**config.mk**
```make
export PLATFORM = sky130hd
export DESIGN_NAME = frame_buffer_clearer
export DESIGN_NICKNAME = d
export VERILOG_FILES = /design/src/rtl/frame_buffer_clearer_pkg.sv /design/src/rtl/frame_buffer_clearer.sv
export SDC_FILE = /design/constraint.sdc
export NUM_CORES = 1
export LEC_CHECK = 0
export ABC_AREA = 1
export CAP_MARGIN = 20
export CORE_MARGIN = 4
export CORE_UTILIZATION = 30
export CTS_BUF_LIST = sky130_fd_sc_hd__clkbuf_8
export DETAILED_ROUTE_END_ITERATION = 7
export PLACE_DENSITY = 0.6
export SYNTH_ARGS = -nofsm -noshare
export SYNTH_HDL_FRONTEND = slang
export SYNTH_SLANG_ARGS = --single-unit
```
**constraint.sdc**
```tcl
create_clock -name clock -period 3.1 [get_ports clock]
set_input_delay 0.775 -clock clock [delete_from_list [all_inputs] [get_ports clock]]
set_output_delay 0.775 -clock clock [all_outputs]
set_load 0.02 [all_outputs]
```
**src/rtl/frame_buffer_clearer_pkg.sv**
```systemverilog
// Shared constants and types for the frame buffer burst masters (clearer and reader).
// Sizes are in bytes unless the name says words; an Avalon word is 64 bits.
package frame_buffer_clearer_pkg;

    localparam logic [29:0] FRAME_BUFFER_ADDRESS = 30'h3800_0000;
    localparam int unsigned FRAME_BUFFER_LENGTH  = 800 * 480 * 4;
    localparam int unsigned BYTES_PER_WORD       = 8;
    localparam int unsigned BURSTCOUNT_WIDTH     = 8;
    localparam int unsigned REMAINING_WIDTH      = 27;
    localparam int unsigned WORD_ADDR_WIDTH      = 29;

    typedef enum logic [1:0] {
        StIdle,
        StWrite,
        StFinish
    } state_e;

    // Beats in the next burst: the full burst length, or whatever is left.
    function automatic logic [BURSTCOUNT_WIDTH-1:0] burst_size(
        input logic [REMAINING_WIDTH-1:0] remaining,
        input int unsigned                max_beats
    );
        if (32'(remaining) < max_beats) begin
            return BURSTCOUNT_WIDTH'(remaining);
        end
        return BURSTCOUNT_WIDTH'(max_beats);
    endfunction

endpackage

```
**src/rtl/frame_buffer_clearer.sv**
```systemverilog
// Avalon-MM burst write master that fills the frame buffer with one colour,
// two pixels per 64-bit beat, bursts issued back to back.
module frame_buffer_clearer
    import frame_buffer_clearer_pkg::*;
#(
    parameter logic [29:0] ADDRESS      = FRAME_BUFFER_ADDRESS,
    parameter int unsigned LENGTH       = FRAME_BUFFER_LENGTH,
    parameter int unsigned BURST_LENGTH = 16
) (
    input  logic        clock,
    input  logic        reset,
    input  logic        start,
    input  logic [31:0] color,
    output logic        busy,
    output logic        done,
    output logic [28:0] address,
    output logic [7:0]  burstcount,
    input  logic        waitrequest,
    output logic [63:0] writedata,
    output logic [7:0]  byteenable,
    output logic        write
);

    localparam logic [REMAINING_WIDTH-1:0] WORDS =
        REMAINING_WIDTH'(LENGTH / BYTES_PER_WORD);
    localparam logic [WORD_ADDR_WIDTH-1:0] BASE_WORD = WORD_ADDR_WIDTH'(ADDRESS >> 3);

    state_e                       state_q, state_d;
    logic                         busy_q, busy_d;
    logic                         done_q, done_d;
    logic                         write_q, write_d;
    logic [WORD_ADDR_WIDTH-1:0]   address_q, address_d;
    logic [BURSTCOUNT_WIDTH-1:0]  burstcount_q, burstcount_d;
    logic [63:0]                  writedata_q, writedata_d;
    logic [REMAINING_WIDTH-1:0]   remaining_q, remaining_d;
    logic [BURSTCOUNT_WIDTH-1:0]  beat_q, beat_d;
    logic [REMAINING_WIDTH-1:0]   remaining_dec;
    logic [BURSTCOUNT_WIDTH-1:0]  beat_inc;

    always_comb begin
        state_d       = state_q;
        busy_d        = busy_q;
        done_d        = 1'b0;
        write_d       = write_q;
        address_d     = address_q;
        burstcount_d  = burstcount_q;
        writedata_d   = writedata_q;
        remaining_d   = remaining_q;
        beat_d        = beat_q;
        remaining_dec = remaining_q - 1'b1;
        beat_inc      = beat_q + 1'b1;

        unique case (state_q)
            StIdle: begin
                if (start) begin
                    writedata_d  = {color, color};
                    address_d    = BASE_WORD;
                    remaining_d  = WORDS;
                    burstcount_d = burst_size(WORDS, BURST_LENGTH);
                    beat_d       = '0;
                    write_d      = 1'b1;
                    busy_d       = 1'b1;
                    state_d      = StWrite;
                end
            end
            StWrite: begin
                // Stalled beats leave every output untouched.
                if (!waitrequest) begin
                    beat_d      = beat_inc;
                    remaining_d = remaining_dec;
                    if (beat_inc == burstcount_q) begin
                        if (remaining_dec == '0) begin
                            write_d = 1'b0;
                            state_d = StFinish;
                        end else begin
                            address_d    = address_q + WORD_ADDR_WIDTH'(burstcount_q);
                            burstcount_d = burst_size(remaining_dec, BURST_LENGTH);
                            beat_d       = '0;
                        end
                    end
                end
            end
            StFinish: begin
                done_d  = 1'b1;
                busy_d  = 1'b0;
                state_d = StIdle;
            end
            default: begin
                write_d = 1'b0;
                busy_d  = 1'b0;
                state_d = StIdle;
            end
        endcase
    end

    always_ff @(posedge clock) begin
        if (reset) begin
            state_q      <= StIdle;
            busy_q       <= 1'b0;
            done_q       <= 1'b0;
            write_q      <= 1'b0;
            address_q    <= '0;
            burstcount_q <= '0;
            writedata_q  <= '0;
            remaining_q  <= '0;
            beat_q       <= '0;
        end else begin
            state_q      <= state_d;
            busy_q       <= busy_d;
            done_q       <= done_d;
            write_q      <= write_d;
            address_q    <= address_d;
            burstcount_q <= burstcount_d;
            writedata_q  <= writedata_d;
            remaining_q  <= remaining_d;
            beat_q       <= beat_d;
        end
    end

    assign busy       = busy_q;
    assign done       = done_q;
    assign write      = write_q;
    assign address    = address_q;
    assign burstcount = burstcount_q;
    assign writedata  = writedata_q;
    assign byteenable = 8'hFF;

endmodule

```
==> results by group <==
Run status
  – Status: completed

Detailed routing
  – Drt first pass iters: 5
  – Vias per cell: around 4.7
  – Remaining antenna violation count: 0
  – Vias: 6,596
  – Wire per inst: between 10 and 15 um
  – Drt drc: 0
  – Drt initial violations: 407
  – Final WL: 19.3 mm

Timing
  – Worst Skew: 17.6 ps
  – Tcrit/Tclk final: between 80 and 90%
  – Worst-margin pin slew: 809 ps
  – Final-report max-slew violation count: 0
  – Setup repair after global routing missed its margin: false
  – Min cycle time layout: 2580 ps
  – Max transition margin: a little under half
  – Final Hold Viols: 0
  – Setup_tns: 0 ps
  – Setup-failing EPs final: 0
  – F_max: between 300 and 400 MHz

Synthesis
  – #FFs+latches synth: 109
  – Yosys top cell area share: around a third
  – Main area contributors after synthesis: dfxtp_1 (32%), nand2_1 (13%), nor2_1 (10%), nand3_1 (4.7%), buf_4 (4.5%)
  – Mapped Area: ~6900 um2
  – Yosys top cell by area: dfxtp_1
  – Syn. warnings: 0
  – Avg Cell Area, Syn: 6.70 um2
  – Register area share after synthesis: between 30% and 40%
  – Main flop type after synthesis: dfxtp_1
  – Distinct cell type count after synthesis: 45
  – EDFF count, synth: 0
  – Share of flip-flops with an asynchronous set or reset: 0%
  – Synth Instances: 1,024

Worst setup path
  – Critical path launch point: remaining_q[0]
  – RR Startpoint: remaining_q[0]
  – Critical path endpoint category: flip-flop
  – Req. time, crit path: ~3400 ps
  – Reg2reg path depth: 15
  – Reg-to-reg slack, setup: 520 ps
  – Startpoint Class: flip-flop
  – Crit-path max FO: 35
  – CP Capture Point: address[1]
  – Crit Reg-Reg Endpoint: address[1]
  – Worst Setup Path Type: flip-flop to flip-flop
  – Critical path arrival: 2870 ps

Clock tree
  – CTS Buf Count: 9
  – # H-tree levels: 3
  – Worst skew pair latency: 400 ps
  – Root Buffer: clkbuf_8
  – CTS Sinks: 109
  – Clock buffer depth: 2
  – Setup Buffers After CTS: 0
  – CTS tree: yes
  – Worst-path clk slew: 110 ps
  – Post-CTS Resized: 0
  – Hold Buf Count CTS: 0

Cells and area
  – Non-Filler Instances: 1,408
  – Ratio of cells with drive above 1 in the final layout: 10.8%
  – Fill cells: around 2.4k
  – Area Overhead vs Synth: 23.2%
  – N_diodes: 0
  – Layout Nets: about 1.2k

Global route
  – Via count of the first global-routing pass: 6,377
  – Initial antenna violation count: 0
  – Pin count of the biggest net entering global routing: 61
  – GRT Util Overall: 14.7%
  – GRT Residual Overflow: 0
  – First-pass GRT wire length: 31.6 mm

Floorplan
  – Ports: 148
  – Die Wd: about 160 um
  – Core ar.: 22,600 um2
  – Full die area: 25,300 um2
  – Vert. Die Dim: between 150 and 200 um
  – Starting density of the core: approximately 30%
  – Num rows: 55

Power and ir drop
  – Pwr dens: roughly 470 nW/um2
  – Static Leak: 3.30 nW
  – VDD IR max: 0.000230 V

Hold path
  – HP Class: flip-flop to flip-flop
  – Hold Crit Start: busy
  – Hold depth: 2

Place
  – DP Cell Count: 1,392
  – Dpl hpwl: around 14 mm
  – PortBufs: 139
  – Gpl congestion: 0.872

Flow run
  – Maxcap violations: 0
[logic make-up after synthesis]
family / Yosys count / synth area share, %
XOR/XNOR: 25 / 3.19
AO/OA/AOI/OAI: 131 / 11.7
AND/OR/NAND/NOR: 585 / 39.1
flip-flops: 109 / 31.8
buffers and inverters: 161 / 11.8
other: 1 / 0.0547
adder cells (fa/ha/maj): 12 / 2.30
[worst min-delay path by stage]
stage	endpoint	slack, ps
floorplan	beat_q[7]	450
global placement	busy	460
detailed placement	busy	460
CTS	busy	480
global route	remaining_q[25]	530
finish	busy	470
[layout by cell type, fill, tap and decap left out, types with 18 or more instances in the layout]
cell / instances
nand2_1: 229
nor2_1: 188
clkdlybuf4s50_1: 138
dfxtp_1: 109
inv_1: 78
nand3_1: 65
o21ai_0: 44
a21oi_1: 41
nor2_2: 18
a21oi_2: 18
[flip-flops by register name (all words and copies together) (netlist names)]
name	count
write	1
address	29
state_q	2
writedata	32
burstcount	8
done	1
beat_q	8
busy	1
remaining_q	27
[cells in the mapped netlist, types with 2 or more instances]
library cell,count
a21oi_1,41
a21oi_2,18
buf_2,3
buf_4,41
buf_6,4
clkbuf_1,25
dfxtp_1,109
ha_1,11
inv_1,78
inv_2,6
nand2_1,229
nand2_2,14
nand3_1,65
nand3_2,14
nand3b_1,9
nand4_1,17
nor2_1,189
nor2_2,17
nor2_4,7
nor3_1,7
nor3_2,3
nor4_1,4
o21ai_0,44
o21ai_1,2
o21bai_1,15
o221ai_1,6
or2_2,5
xnor2_1,14
xor2_1,11
[through the flow]
stage                     area (um2)  power (mW)  hold slack (ps)  setup slack, ps  util [%]
after floorplan                 6880        2.60              455              944         -
after global placement          8240        3.01              457              545      36.5
after detailed placement        8240        3.01              462              510      36.5
after CTS                       8450        3.99              478              530      37.4
after global routing            8450        4.18              527              302      37.4
final                           8450        3.94              474              525      37.4
[power breakdown]
| part | internal, mW | switching (mW) | leakage (nW) | total [mW] |
|---|---|---|---|---|
| Clock | 0.394 | 0.571 | 0.102 | 0.965 |
| Combinational | 0.514 | 0.845 | 2.31 | 1.36 |
| Sequential | 1.51 | 0.115 | 0.893 | 1.62 |
[routing by layer]
| metal | wire [um] | GRT usage [%] | up-vias |
|---|---|---|---|
| met1 | 9550 | 20.1 | 2977 |
| met5 | 0 | 0 | - |
| met2 | 8450 | 23.5 | 175 |
| met3 | 1010 | 3.11 | 19 |
| met4 | 270 | 4.38 | 0 |
| li1 | - | - | 3425 |
[area by class of cell]
cell class / count / area [um2] / share of cell area (%)
inverter: 85 / 322 / 3.81
multi-input combinational: 761 / 3890 / 46.1
clock inverter: 7 / 87.6 / 1.04
timing repair buffer: 152 / 1480 / 17.6
tap: 285 / 357 / 4.22
sequential: 109 / 2180 / 25.8
clock buffer: 9 / 124 / 1.47
[critical path: stages, from the launching register on]
cell     delay (ps)
dfxtp_1         370
inv_2           110
ha_1            280
nand2_4         130
nor2_8          180
nand2_2          90
nand2_1          60
nand2_1          70
nor2_1          160
nand3_2         140
nor2_4          160
nand4_4         140
nand2_8         250
inv_4           160
nor2_1          110
nor2_1           50
No activity file was read; power rests on OpenSTA's default activity.
